[config.mk]
export PLATFORM = sky130hd
export DESIGN_NAME = blender_mode_sequencer
export DESIGN_NICKNAME = d
export VERILOG_FILES = /design/src/rtl/blender_pkg.sv /design/src/rtl/blender_tick_timer.sv /design/src/rtl/blender_mode_sequencer.sv
export SDC_FILE = /design/constraint.sdc
export NUM_CORES = 1
export LEC_CHECK = 0
export BUFFER_PORTS_ARGS = -buffer_cell sky130_fd_sc_hd__buf_2
export CAP_MARGIN = 20
export CORE_MARGIN = 10
export CORE_UTILIZATION = 44
export CTS_CLUSTER_DIAMETER = 50
export DETAILED_ROUTE_END_ITERATION = 10
export GPL_ROUTABILITY_DRIVEN = 0
export GPL_TIMING_DRIVEN = 0
export HOLD_SLACK_MARGIN = 0.15
export MAX_ROUTING_LAYER = met4
export PLACE_DENSITY_LB_ADDON = 0.15
export RECOVER_POWER = 100
export SETUP_SLACK_MARGIN = 0.5
export SLEW_MARGIN = 20
export SYNTH_ARGS = -nofsm -noshare
export SYNTH_HDL_FRONTEND = slang
export SYNTH_HIERARCHICAL = 1
export SYNTH_SLANG_ARGS = --single-unit
[constraint.sdc]
create_clock -name clk -period 5.45 [get_ports clk]
set_clock_uncertainty 0.2 [all_clocks]
set_input_delay 0.2725 -clock clk [delete_from_list [all_inputs] [get_ports clk]]
set_output_delay 0.2725 -clock clk [all_outputs]
set_load 0.03 [all_outputs]
[src/rtl/blender_pkg.sv]
// blender_pkg: shared state encoding, mode codes and program speed table for the blender sequencer
package blender_pkg;
  typedef enum logic [1:0] {IDLE, MANUAL, PROGRAM, PULSE} seq_state_t;
  localparam logic [4:0] MODE_OFF      = 5'd0;
  localparam logic [4:0] MODE_PULSE33  = 5'd29;
  localparam logic [4:0] MODE_PULSE66  = 5'd30;
  localparam logic [4:0] MODE_PULSE100 = 5'd31;
  localparam logic [4:0] PROG_SPEED [4] = '{5'd6, 5'd12, 5'd18, 5'd23};
  // last step always runs at the configured top speed; earlier steps clamp to it
  function automatic logic [4:0] prog_speed(input logic [1:0] s, input logic [4:0] max_speed);
    return (s == 2'd3 || PROG_SPEED[s] > max_speed) ? max_speed : PROG_SPEED[s];
  endfunction
endpackage

[src/rtl/blender_tick_timer.sv]
// blender_tick_timer: saturating cycle counter flagging the last cycle before a selectable terminal count
module blender_tick_timer #(
  parameter int W = 16
) (
  input  logic         clk,
  input  logic         reset,
  input  logic         clear,
  input  logic         enable,
  input  logic [W-1:0] terminal,
  output logic         done
);
  logic [W-1:0] count;
  always_ff @(posedge clk)
    if (reset || clear) count <= '0;
    else if (enable && count != '1) count <= count + 1'b1;
  assign done = count == terminal - 1'b1;
endmodule

[src/rtl/blender_mode_sequencer.sv]
// blender_mode_sequencer: panel buttons to blender Mode code (manual, auto-ramp program, pulse, idle auto-off)
// Optional lid interlock when BLENDER_SEQ_LID_INTERLOCK_EN is defined.
module blender_mode_sequencer
  import blender_pkg::*;
#(
  parameter int STEP_TICKS   = 1000,
  parameter int IDLE_TIMEOUT = 60000,
  parameter int MAX_SPEED    = 23
) (
  input  logic       clk,
  input  logic       reset,
  input  logic       btn_up,
  input  logic       btn_down,
  input  logic       btn_stop,
  input  logic       btn_prog,
  input  logic [1:0] pulse_sel,
`ifdef BLENDER_SEQ_LID_INTERLOCK_EN
  input  logic       lid_closed,
  output logic       lid_fault,
`endif
  output logic [4:0] mode,
  output logic       prog_active,
  output logic       prog_done,
  output logic [1:0] step_idx
);
  localparam int TW = $clog2((STEP_TICKS > IDLE_TIMEOUT ? STEP_TICKS : IDLE_TIMEOUT) + 1);
  localparam logic [4:0] MAXS = 5'(MAX_SPEED);
  seq_state_t state, ns;
  logic [4:0] speed, nspeed, nmode, cur;
  logic [1:0] step, nstep;
  logic [3:0] btn_q, btn, e;
  logic       ndone, tclr, tdone, lid_ok;
  assign btn = {btn_stop, btn_prog, btn_up, btn_down};
  assign e = btn & ~btn_q;
`ifdef BLENDER_SEQ_LID_INTERLOCK_EN
  assign lid_ok = lid_closed;
  always_ff @(posedge clk)
    lid_fault <= reset ? 1'b0 : ~lid_closed;
`else
  assign lid_ok = 1'b1;
`endif
  blender_tick_timer #(.W(TW)) u_timer (
    .clk(clk),
    .reset(reset),
    .clear(tclr),
    .enable(state == MANUAL || state == PROGRAM),
    .terminal(state == PROGRAM ? TW'(STEP_TICKS) : TW'(IDLE_TIMEOUT)),
    .done(tdone)
  );
  always_comb begin
    ns = state;
    nspeed = speed;
    nstep = step;
    ndone = 1'b0;
    tclr = 1'b0;
    cur = prog_speed(step, MAXS);
    if (!lid_ok || e[3]) ns = IDLE;
    else if (pulse_sel != 2'b00) ns = PULSE;
    else
      case (state)
        IDLE: begin
          ns = e[2] ? PROGRAM : e[1] ? MANUAL : IDLE;
          nspeed = e[1] ? 5'd1 : speed;
          nstep = 2'd0;
        end
        MANUAL: begin
          tclr = e[1] | e[0];
          if (e[2]) ns = PROGRAM;
          else if (e[1]) nspeed = speed >= MAXS ? MAXS : speed + 5'd1;
          else if (e[0]) begin
            nspeed = speed - 5'd1;
            ns = speed == 5'd1 ? IDLE : MANUAL;
          end else if (tdone) ns = IDLE;
        end
        PROGRAM: begin
          if (e[2]) begin
            nstep = 2'd0;
            tclr = 1'b1;
          end else if (e[1] || e[0]) begin
            nspeed = e[1] ? (cur >= MAXS ? MAXS : cur + 5'd1) : cur - 5'd1;
            ns = (!e[1] && cur == 5'd1) ? IDLE : MANUAL;
          end else if (tdone) begin
            ns = step == 2'd3 ? IDLE : PROGRAM;
            ndone = step == 2'd3;
            nstep = step + 2'd1;
            tclr = 1'b1;
          end
        end
        PULSE: ns = IDLE;
      endcase
    tclr = tclr | (ns != state);
    nstep = ns == PROGRAM ? nstep : 2'd0;
    nspeed = ns == IDLE ? 5'd0 : nspeed;
    nmode = ns == MANUAL ? nspeed :
            ns == PROGRAM ? prog_speed(nstep, MAXS) :
            ns == PULSE ? {3'b111, pulse_sel} : MODE_OFF;
  end
  always_ff @(posedge clk)
    if (reset) begin
      state <= IDLE;
      speed <= 5'd0;
      step <= 2'd0;
      btn_q <= 4'd0;
      mode <= MODE_OFF;
      prog_done <= 1'b0;
    end else begin
      state <= ns;
      speed <= nspeed;
      step <= nstep;
      btn_q <= btn;
      mode <= nmode;
      prog_done <= ndone;
    end
  assign prog_active = state == PROGRAM;
  assign step_idx = step;
endmodule
Yosys cells after proc, flatten, opt, wreduce, memory -nomap -nowiden
Index checks and enable logic that the tools add are counted.
{ "totals": {"register_bits": 35, "output_inout_bits": 9, "elab_cells": 106, "input_bits": 8} }
{ "classes": {"n_mux": 53, "reduce_logical": 12, "bitwise_logic": 8, "eq_ne": 13, "order_cmp": 6, "addsub": 7} }
{ "ops": {"columns": ["operator", "count"], "rows": [
  ["5-bit 2-to-1 mux", 21],
  ["2-bit 2-to-1 mux", 17],
  ["5-bit binary-select mux with 2-bit select", 2],
  ["16-bit by 1-bit adder with 16-bit output (second input constant)", 1],
  ["16-bit == test", 1],
  ["16-bit 2-to-1 mux", 1],
  ["16-bit != test (second input constant)", 1],
  ["16-bit by 1-bit subtractor with 16-bit output (second input constant)", 1],
  ["5-bit case mux with 3 select lines", 1],
  ["2-bit == test (second input constant)", 6],
  ["5-bit by 1-bit adder with 5-bit output (second input constant)", 2],
  ["5-bit by 1-bit == test with 1-bit output (second input constant)", 2],
  ["5-bit greater-or-equal comparator (second input constant)", 2],
  ["5-bit greater-than comparator (second input constant)", 2],
  ["5-bit by 1-bit subtractor with 5-bit output (second input constant)", 2],
  ["1-bit 2-to-1 mux", 8],
  ["2-bit case mux with 4 select lines", 1],
  ["7-bit OR reduction", 1],
  ["3-bit greater-or-equal comparator (second input constant)", 2],
  ["2-bit inverter with 3-bit output", 2],
  ["1-bit logical OR", 5],
  ["4-bit AND", 1],
  ["2-bit by 1-bit == test with 1-bit output (second input constant)", 2],
  ["2-bit logical NOT", 2],
  ["10 further kinds", 13]
]} }

Depth between registers and ports, before layout
Gate-level depths: netlist of run 1.
{ "depth": {"word_depth": 26, "mapped_depth": 21, "ltp_nobuf": 18} }

Cells and area by module
Netlist of run 1, hierarchy kept.
{ "by_module_without_submodules": {"columns": ["mod", "seq_area_each_um2", "area_each_um2", "instances", "cells_per_inst"], "rows": [
  ["blender_mode_sequencer", 380.4, 1532.7, 1, 200],
  ["blender_tick_timer", 320.3, 1402.6, 1, 179]
]} }

Worst setup path after synthesis of run 1
Ideal clock, no wire load.
{ "synth_path": {"path_type": "register to register", "startpoint": "register state[0]", "endpoint": "register u_timer.count[10]", "t_arrival_ns": 5.195, "required_time_ns": 5.176, "path_buffers": 2, "setup_time_ns": 0.074, "period_less_slack_ns": 5.470, "setup_slack_ns": -0.020, "stages_incl_launch_ff": 20, "path_cell_list": "dfxtp_1 > inv_1 > ha_1 > buf_4 > inv_1 > xnor2_1 > o211ai_1 > nor3_1 > nand4_1 > a2111oi_2 > o21ai_1 > o221a_1 > o41a_1 > or4b_1 > o31ai_1 > a31oi_1 > or2_2 > clkbuf_1 > or4_1 > o21ai_0"} }
{ "synth_via": {"elab_chain_cells": 14, "word_cells_on_any_way": 28, "cone_classes": "1 x add/sub; 5 x eq/ne; 17 x mux; 1 x bitwise; 4 x reduce/logical"} }
{ "synth_rtl": {"columns": ["element", "line", "rtl"], "rows": [
  ["start, declared", "blender_mode_sequencer.sv:28", "seq_state_t state, ns;"],
  ["start signal, assigned", "blender_mode_sequencer.sv:107", "state <= ns;"],
  ["2-bit == test *", null, null],
  ["via prog_active", "blender_mode_sequencer.sv:22", "output logic prog_active,"],
  ["16-bit 2-to-1 mux *", "blender_mode_sequencer.sv:47", ".terminal(state == PROGRAM ? TW'(STEP_TICKS) : TW'(IDLE_TIMEOUT)),"],
  ["16-bit by 1-bit subtractor with 16-bit output *", "blender_tick_timer.sv:16", "assign done = count == terminal - 1'b1;"],
  ["16-bit == test *", "blender_tick_timer.sv:16", null],
  ["via tdone", "blender_mode_sequencer.sv:32", "logic ndone, tclr, tdone, lid_ok;"],
  ["2-bit 2-to-1 mux", "blender_mode_sequencer.sv:73", "end else if (tdone) ns = IDLE;"],
  ["2-bit 2-to-1 mux", "blender_mode_sequencer.sv:70", "else if (e[0]) begin"],
  ["2-bit 2-to-1 mux", "blender_mode_sequencer.sv:69", "else if (e[1]) nspeed = speed >= MAXS ? MAXS : speed + 5'd1;"],
  ["2-bit 2-to-1 mux", "blender_mode_sequencer.sv:68", "if (e[2]) ns = PROGRAM;"],
  ["2-bit case mux with 4 select lines", "blender_mode_sequencer.sv:60", "case (state)"],
  ["2-bit 2-to-1 mux", "blender_mode_sequencer.sv:58", "else if (pulse_sel != 2'b00) ns = PULSE;"],
  ["2-bit 2-to-1 mux", "blender_mode_sequencer.sv:57", "if (!lid_ok || e[3]) ns = IDLE;"],
  ["2-bit != test", "blender_mode_sequencer.sv:91", "tclr = tclr | (ns != state);"],
  ["1-bit bitwise OR *", "blender_mode_sequencer.sv:91", null],
  ["via tclr", "blender_mode_sequencer.sv:32", null],
  ["1-bit logical OR *", "blender_tick_timer.sv:14", "if (reset || clear) count <= '0;"],
  ["end signal, assigned", "blender_tick_timer.sv:15", "else if (enable && count != '1) count <= count + 1'b1;"],
  ["end, declared", "blender_tick_timer.sv:12", "logic [W-1:0] count;"]
]} }
The timed path passes the listed nets; every way through them passes the cells marked *.
A chain may end at the register's enable or synchronous reset.

Worst setup path after layout of run 1
{ "layout_path": {"startpoint": "register state[0]", "endpoint": "register u_timer.count[9]"} }
{ "layout_via": {"elab_chain_cells": 14, "word_cells_on_any_way": 28, "cone_classes": "1 x add/sub; 5 x eq/ne; 17 x mux; 1 x bitwise; 4 x reduce/logical"} }
{ "layout_rtl": {"columns": ["element", "line"], "rows": [
  ["2-bit == test *", "blender_mode_sequencer.sv:47"],
  ["16-bit 2-to-1 mux *", "blender_mode_sequencer.sv:47"],
  ["16-bit by 1-bit subtractor with 16-bit output *", "blender_tick_timer.sv:16"],
  ["16-bit == test *", "blender_tick_timer.sv:16"],
  ["via tdone", "blender_mode_sequencer.sv:32"],
  ["2-bit 2-to-1 mux", "blender_mode_sequencer.sv:73"],
  ["2-bit 2-to-1 mux", "blender_mode_sequencer.sv:70"],
  ["2-bit 2-to-1 mux", "blender_mode_sequencer.sv:69"],
  ["2-bit 2-to-1 mux", "blender_mode_sequencer.sv:68"],
  ["2-bit case mux with 4 select lines", "blender_mode_sequencer.sv:60"],
  ["2-bit 2-to-1 mux", "blender_mode_sequencer.sv:58"],
  ["2-bit 2-to-1 mux", "blender_mode_sequencer.sv:57"],
  ["2-bit != test", "blender_mode_sequencer.sv:91"],
  ["1-bit bitwise OR *", "blender_mode_sequencer.sv:91"],
  ["via tclr", "blender_mode_sequencer.sv:32"],
  ["1-bit logical OR *", "blender_tick_timer.sv:14"]
]} }
Marks and branches as above.

==> results of run 1 <==
[final cells by class]
| class | count | area share [%] |
|---|---|---|
| Timing Repair Buffer | 40 | 7.31 |
| Tap cell | 77 | 2.66 |
| Inverter | 22 | 2.52 |
| Clock buffer | 5 | 1.90 |
| Buffer | 20 | 3.28 |
| Clock inverter | 3 | 0.552 |
| Sequential cell | 35 | 19.5 |
| Multi-Input combinational cell | 332 | 62.3 |
[sequential cells by signal, indices dropped and copies added (netlist names)]
signal         flops
btn_q              4
mode               5
prog_done          1
speed              5
state              2
step_idx           2
u_timer/count     16
[worst register-to-register path, cell delays in order, from the launching register on]
cell and delay [ps]:
dfxtp_4 370, inv_6 80, ha_4 170, buf_8 110, clkinvlp_4 180, xnor2_4 250, o211ai_1 110, nor3_1 140
nand4_1 170, a2111oi_4 340, buf_4 180, nor2b_4 130, a2bb2oi_1 70, nor4_1 520, nor3_4 120, or4b_4 540
o31ai_2 80, a31oi_2 140, or2_4 260, buf_4 150, or4_1 510, nand2_1 80
[layer usage]
metal	up-vias	part of all wire, %	routed length (µm)
li1	1524	-	-
met4	0	1.0	80
met2	115	43	3430
met5	-	0	0
met3	7	6.4	505
met1	1367	49	3910
[power breakdown]
group | switching (mW) | internal [mW]
sequential | 0.00550 | 0.262
clock | 0.105 | 0.0890
combinational | 0.100 | 0.0667
total | 0.211 | 0.418
[what timing repair did]
item                                    4_1_cts  5_1_grt
pin swaps                                     4       10
buffers inserted                              8        9
hold buffers                                  7        0
endpoints found under the hold margin        10        0
endpoints found under the setup margin       16       15
gates resized for setup                       6       22
[cells by family (layout without fill, tap and decap cells)]
logic type               count (synthesis)  in the layout  share of synthesized area [%]
XOR/XNOR                                26             26                           7.76
AND/OR/NAND/NOR                        158            158                           30.9
other                                    2             32                          0.256
flip-flops                              35             35                           23.9
multiplexers                             3              3                           1.02
AO/OA/AOI/OAI                           97             97                           22.9
buffers and inverters                   42             90                           6.44
adder cells (fa/ha/maj)                 16             16                           6.82
[Yosys cell counts, drive strengths merged (7+ instances only)]
cell type / n
or4: 7
nand2b: 8
nor2: 26
nand3: 12
nand4: 14
xnor2: 18
nor3: 23
a31oi: 9
a21oi: 16
o21ai: 24
dfxtp: 35
nor2b: 9
nand2: 25
xor2: 8
inv: 22
ha: 16
o211ai: 8
clkbuf: 15
[through the flow]
| stage | TNS [ps] | total power [mW] | util, % | setup slack [ps] |
|---|---|---|---|---|
| finish | 0 | 0.628 | 56.5 | 517 |
| global route | 0 | 0.662 | 56.5 | 261 |
| CTS | 0 | 0.619 | 54.7 | 530 |
| detailed placement | -161 | 0.413 | 50.8 | -45.4 |
| global placement | -56.9 | 0.412 | 50.8 | -31.0 |
| floorplan | 0 | 0.381 | - | 525 |
[worst max path at each step]
stage	start	endpoint	slack [ps]
floorplan	state[0]$_SDFF_PP0_	u_timer/count[10]$_SDFFE_PP0P_	530
global placement	state[0]$_SDFF_PP0_	u_timer/count[10]$_SDFFE_PP0P_	-30
detailed placement	state[0]$_SDFF_PP0_	u_timer/count[10]$_SDFFE_PP0P_	-50
CTS	state[0]$_SDFF_PP0_	u_timer/count[10]$_SDFFE_PP0P_	530
global route	state[0]$_SDFF_PP0_	u_timer/count[10]$_SDFFE_PP0P_	260
finish	state[0]$_SDFF_PP0_	u_timer/count[9]$_SDFFE_PP0P_	520
==> flow_summary.json, run 1 <==
{
  "status": "finished clean",
  "hold_path_depth": 2,
  "rrSetupSlack_ps": 520,
  "track_usage_pct": 15.8,
  "synth_cells": 379,
  "antenna_found_initial": 0,
  "drc_errors": 0,
  "grt_setup_unrepaired": "no",
  "finalMaxSlewViolations": 0,
  "via_per_inst": 5.64,
  "grt_pass1_wl_um": 13000,
  "dieArea_um2": 10300,
  "finalCriticalPeriod_ps": 4930,
  "cts.sinks": 35,
  "overflow": 0,
  "ys_seq_elements": 35,
  "final_area_um2": 3630,
  "area_delta_synth_final_pct": 23.6,
  "cp-start-kind": "flip-flop",
  "holdPathEnd": "u_timer/count[7]$_SDFFE_PP0P_",
  "p_leak_nw": 1.36,
  "hold_viol": 0,
  "place_inst": 502,
  "grt_pass1_vias": 2657,
  "crit_top_cell": "buf_4",
  "end_kind": "flip-flop",
  "p_per_area_nw_per_um2": 173,
  "fin_nets": 480,
  "die_x_um": 102,
  "max_freq_mhz": 203,
  "ctsLongestPathBuffers": 2,
  "h-tree-depth": 2,
  "yosysTopAreaCellShare_pct": 23.9,
  "synth_area_leaders": "dfxtp_1, ha_1, xnor2_1",
  "crit_cells": 21,
  "cpMaxStageDelayCell": "or4b_4",
  "grtUsageMet3_pct": 3.68,
  "rr_endpoint": "u_timer/count[9]$_SDFFE_PP0P_",
  "ioPinCount": 17,
  "grt_max_degree": 13,
  "avgSynthCellArea_um2": 7.74,
  "cp_max_fo": 7,
  "seqCellArea_um2": 708,
  "crit_path_cell_trace": "inv_6, ha_4, buf_8, clkinvlp_4, xnor2_4, o211ai_1, nor3_1, nand4_1, a2111oi_4, buf_4, nor2b_4, a2bb2oi_1, nor4_1, nor3_4, or4b_4, o31ai_2, a31oi_2, or2_4, buf_4, or4_1, nand2_1",
  "final_cells": 534,
  "hp-class": "flip-flop to flip-flop",
  "hpwl_um": 5750,
  "fillers": 590,
  "synth_edf_count": 0,
  "clk_latency_ps": 300,
  "antenna_left": 0,
  "peakVddDrop_v": 0.000169,
  "start_util_pct": 45.7,
  "final_common_cell": "dfxtp_1",
  "path_clk_slew_ps": 80,
  "cts-root-buf": "clkbuf_8",
  "drtIter0Drc": 308,
  "max_stage_delay_ps": 540,
  "crit_buf_inv": 5,
  "yosysTopAreaCell": "dfxtp_1",
  "placeableCoreArea_um2": 6420,
  "busiest_layer": "met2",
  "die_h_um": 102,
  "min_from": "u_timer/count[7]$_SDFFE_PP0P_",
  "dpl_cell_area_um2": 3270,
  "drive_gt1_share_pct": 14.2,
  "wl_per_cell_um": 14.8,
  "ys_types": 70,
  "grt_use_met2_pct": 22.2,
  "cp.arrival_ps": 4970,
  "ys_seq_area_share_pct": 23.9,
  "fp-row-count": 29,
  "diodes": 0,
  "numPortBuffers": 16,
  "crit_type": "flip-flop to flip-flop",
  "synth-async-reset-ratio_pct": 0,
  "synth_ff_type": "dfxtp_1",
  "synth_warnings": 6,
  "wirelength_um": 7920,
  "reg2reg_depth": 21,
  "cts_buffers": 5,
  "r2r_start": "state[0]$_SDFF_PP0_",
  "cts_tree": "built",
  "setup_viol_count_final": 0,
  "drv_cap": 0,
  "drtPass1Iterations": 5,
  "gr-usage-met1_pct": 21.7,
  "vias": 3013,
  "multi_input_area_um2": 2260,
  "tightest_slew_ps": 799,
  "finalHoldWorstSlack_ps": 330,
  "critPathRequiredTime_ps": 5490,
  "relSlewSlack_pct": 46.3,
  "syn-cell-area_um2": 2940,
  "crit_family": "simple AND/OR/NAND/NOR gates",
  "fin_crit_sh_pct": 90.5,
  "layout.cells.most_common_list": "dfxtp_1, conb_1, nor2_1"
}
Power figures use the tool's default switching activity.
==> run 2, diff against run 1 <==
--- a/config.mk
+++ b/config.mk
@@ -17,6 +17,7 @@
 export MAX_ROUTING_LAYER = met4
 export PLACE_DENSITY_LB_ADDON = 0.15
 export RECOVER_POWER = 100
+export REMOVE_ABC_BUFFERS = 1
 export SETUP_SLACK_MARGIN = 0.5
 export SLEW_MARGIN = 20
 export SYNTH_ARGS = -nofsm -noshare
==> flow_summary.json, run 2 (same netlist as run 1, synthesis figures left out) <==
{
  "final_common_cell": "dfxtp_1",
  "ioPinCount": 17,
  "placeableCoreArea_um2": 6420,
  "fillers": 625,
  "cpMaxStageDelayCell": "or4b_1",
  "antenna_found_initial": 0,
  "diodes": 0,
  "wl_per_cell_um": 15.1,
  "crit_type": "flip-flop to flip-flop",
  "die_h_um": 102,
  "dieArea_um2": 10300,
  "start_util_pct": 45.7,
  "clk_latency_ps": 300,
  "cts-root-buf": "clkbuf_8",
  "fp-row-count": 29,
  "overflow": 0,
  "critPathRequiredTime_ps": 5470,
  "met2_length_um": 3400,
  "p_leak_nw": 1.28,
  "worst_slack_ps": 544,
  "highest_layer": "met4",
  "dp_slack_ps": -920,
  "numPortBuffers": 16,
  "crit_top_cell": "o21ai_0",
  "internal-power_uw": 425,
  "hp-class": "input port to flip-flop",
  "seqPwrFrac_pct": 42.9,
  "drtIter0Drc": 170,
  "drive_gt1_share_pct": 10.1,
  "relSlewSlack_pct": 41.9,
  "drc_errors": 0,
  "crit_family": "simple AND/OR/NAND/NOR gates",
  "cts.sinks": 35,
  "multi_input_area_um2": 2210,
  "track_usage_pct": 15.9,
  "die_x_um": 102,
  "vias": 2969,
  "switching_share_pct": 32.0,
  "power_frac_comb_pct": 24.7,
  "cp_max_fo": 11,
  "cts_buffers": 5,
  "grt_pass1_vias": 2631,
  "antenna_left": 0,
  "crit_buf_inv": 2,
  "tightest_slew_ps": 865,
  "status": "finished clean",
  "drtPass1Iterations": 5,
  "max_stage_delay_ps": 540,
  "wirelength_um": 7760,
  "p_switching_uw": 200,
  "finalCriticalPeriod_ps": 4910,
  "path_clk_slew_ps": 80,
  "fin_nets": 459,
  "finalHoldWorstSlack_ps": 216,
  "via_per_inst": 5.79,
  "grt_setup_unrepaired": "no",
  "cp-start-kind": "flip-flop",
  "routed-wl-met3_um": 504,
  "ctsLongestPathBuffers": 2,
  "grt_max_degree": 17,
  "tns_ps": 0,
  "h-tree-depth": 2,
  "drv_cap": 0,
  "layout.cells.most_common_list": "dfxtp_1, conb_1, nor2_1",
  "max_freq_mhz": 204,
  "area_delta_synth_final_pct": 17.7,
  "crit_path_cell_trace": "inv_2, ha_4, clkinvlp_2, xnor2_4, o211ai_1, nor3_1, nand4_1, a2111oi_4, o21ai_0, o221a_1, o41a_1, or4b_1, o31ai_1, a31oi_1, or2_4, or4_1, o21ai_0",
  "grt_pass1_wl_um": 13100,
  "seqCellArea_um2": 702,
  "finalMaxSlewViolations": 0,
  "setup_viol_count_final": 0,
  "end_kind": "flip-flop",
  "regMostFlops": "u_timer/count",
  "drt-met1-wl_um": 3790,
  "cts_tree": "built",
  "reg.largest.list": "u_timer/count (16), mode (5), speed (5)",
  "final_core_utilization_pct": 53.8,
  "fin_crit_sh_pct": 90.0,
  "cp.arrival_ps": 4930,
  "p_per_area_nw_per_um2": 181,
  "peakVddDrop_v": 0.000104,
  "hpwl_um": 5600,
  "largest_register_ffs": 16,
  "hold_viol": 0,
  "p_clk_share_pct": 32.5
}
==> run 2: cell count changes in the layout (fill, tap and decap cells not counted), sizes merged <==
| cell | previous run | this run |
|---|---|---|
| buf | 27 | 18 |
| clkbuf | 31 | 18 |
| dlygate4sd3 | 7 | 10 |
| clkinvlp | 3 | 1 |
==> run 2: routing by layer <==
layer | vias up | track usage [%]
met4 | 0 | 3.74
met5 | - | -
met1 | 1369 | 22.7
met2 | 103 | 22.7
li1 | 1492 | -
met3 | 5 | 2.18
==> run 2: power by group through the flow <==
stage / Clock, mW / Combinational [mW] / Sequential [mW]
finish: 0.203 / 0.154 / 0.268
global route: 0.216 / 0.170 / 0.268
CTS: 0.210 / 0.145 / 0.267
detailed placement: 0 / 0.130 / 0.273
global placement: 0 / 0.130 / 0.273
floorplan: 0 / 0.0930 / 0.278
==> run 2: final cells by class <==
cell class | count | area share (%)
Timing Repair Buffer | 39 | 7.68
Sequential cell | 35 | 20.3
Inverter | 22 | 2.43
Multi-Input combinational cell | 332 | 64.0
Tap cell | 77 | 2.79
Clock buffer | 7 | 2.50
Clock inverter | 1 | 0.254
==> run 2: repair_timing <==
item,4_1_cts,5_1_grt
resized for setup,7,5
endpoints found under the setup margin,29,5
endpoints found under the hold margin,7,0
pin swaps,1,4
hold buffers,10,0
buffers inserted,6,7
==> run 2: final timing paths <==
path                                  from                        endpoint  slack (ps)  depth (start not counted)
max                    state[0]$_SDFF_PP0_  u_timer/count[10]$_SDFFE_PP0P_         540                         17
min                           pulse_sel[0]          step_idx[1]$_SDFF_PP0_         220                          4
max reg2reg            state[0]$_SDFF_PP0_  u_timer/count[10]$_SDFFE_PP0P_         540                         17
min reg2reg  u_timer/count[7]$_SDFFE_PP0P_   u_timer/count[7]$_SDFFE_PP0P_         330                          2
==> run 2: worst register-to-register path: stages (launching register included) <==
cell	delay [ps]
dfxtp_1	370
inv_2	140
ha_4	210
clkinvlp_2	330
xnor2_4	280
o211ai_1	110
nor3_1	200
nand4_1	170
a2111oi_4	360
o21ai_0	180
o221a_1	280
o41a_1	380
or4b_1	540
o31ai_1	80
a31oi_1	120
or2_4	300
or4_1	500
o21ai_0	80
==> run 2: stage by stage <==
step / instance area, µm² / std cells / total power [mW]
after floorplan: 2940 / 389 / 0.371
after global placement: 3120 / 482 / 0.403
after detailed placement: 3120 / 482 / 0.403
after CTS: 3410 / 506 / 0.622
after global routing: 3450 / 513 / 0.655
final: 3450 / 513 / 0.625
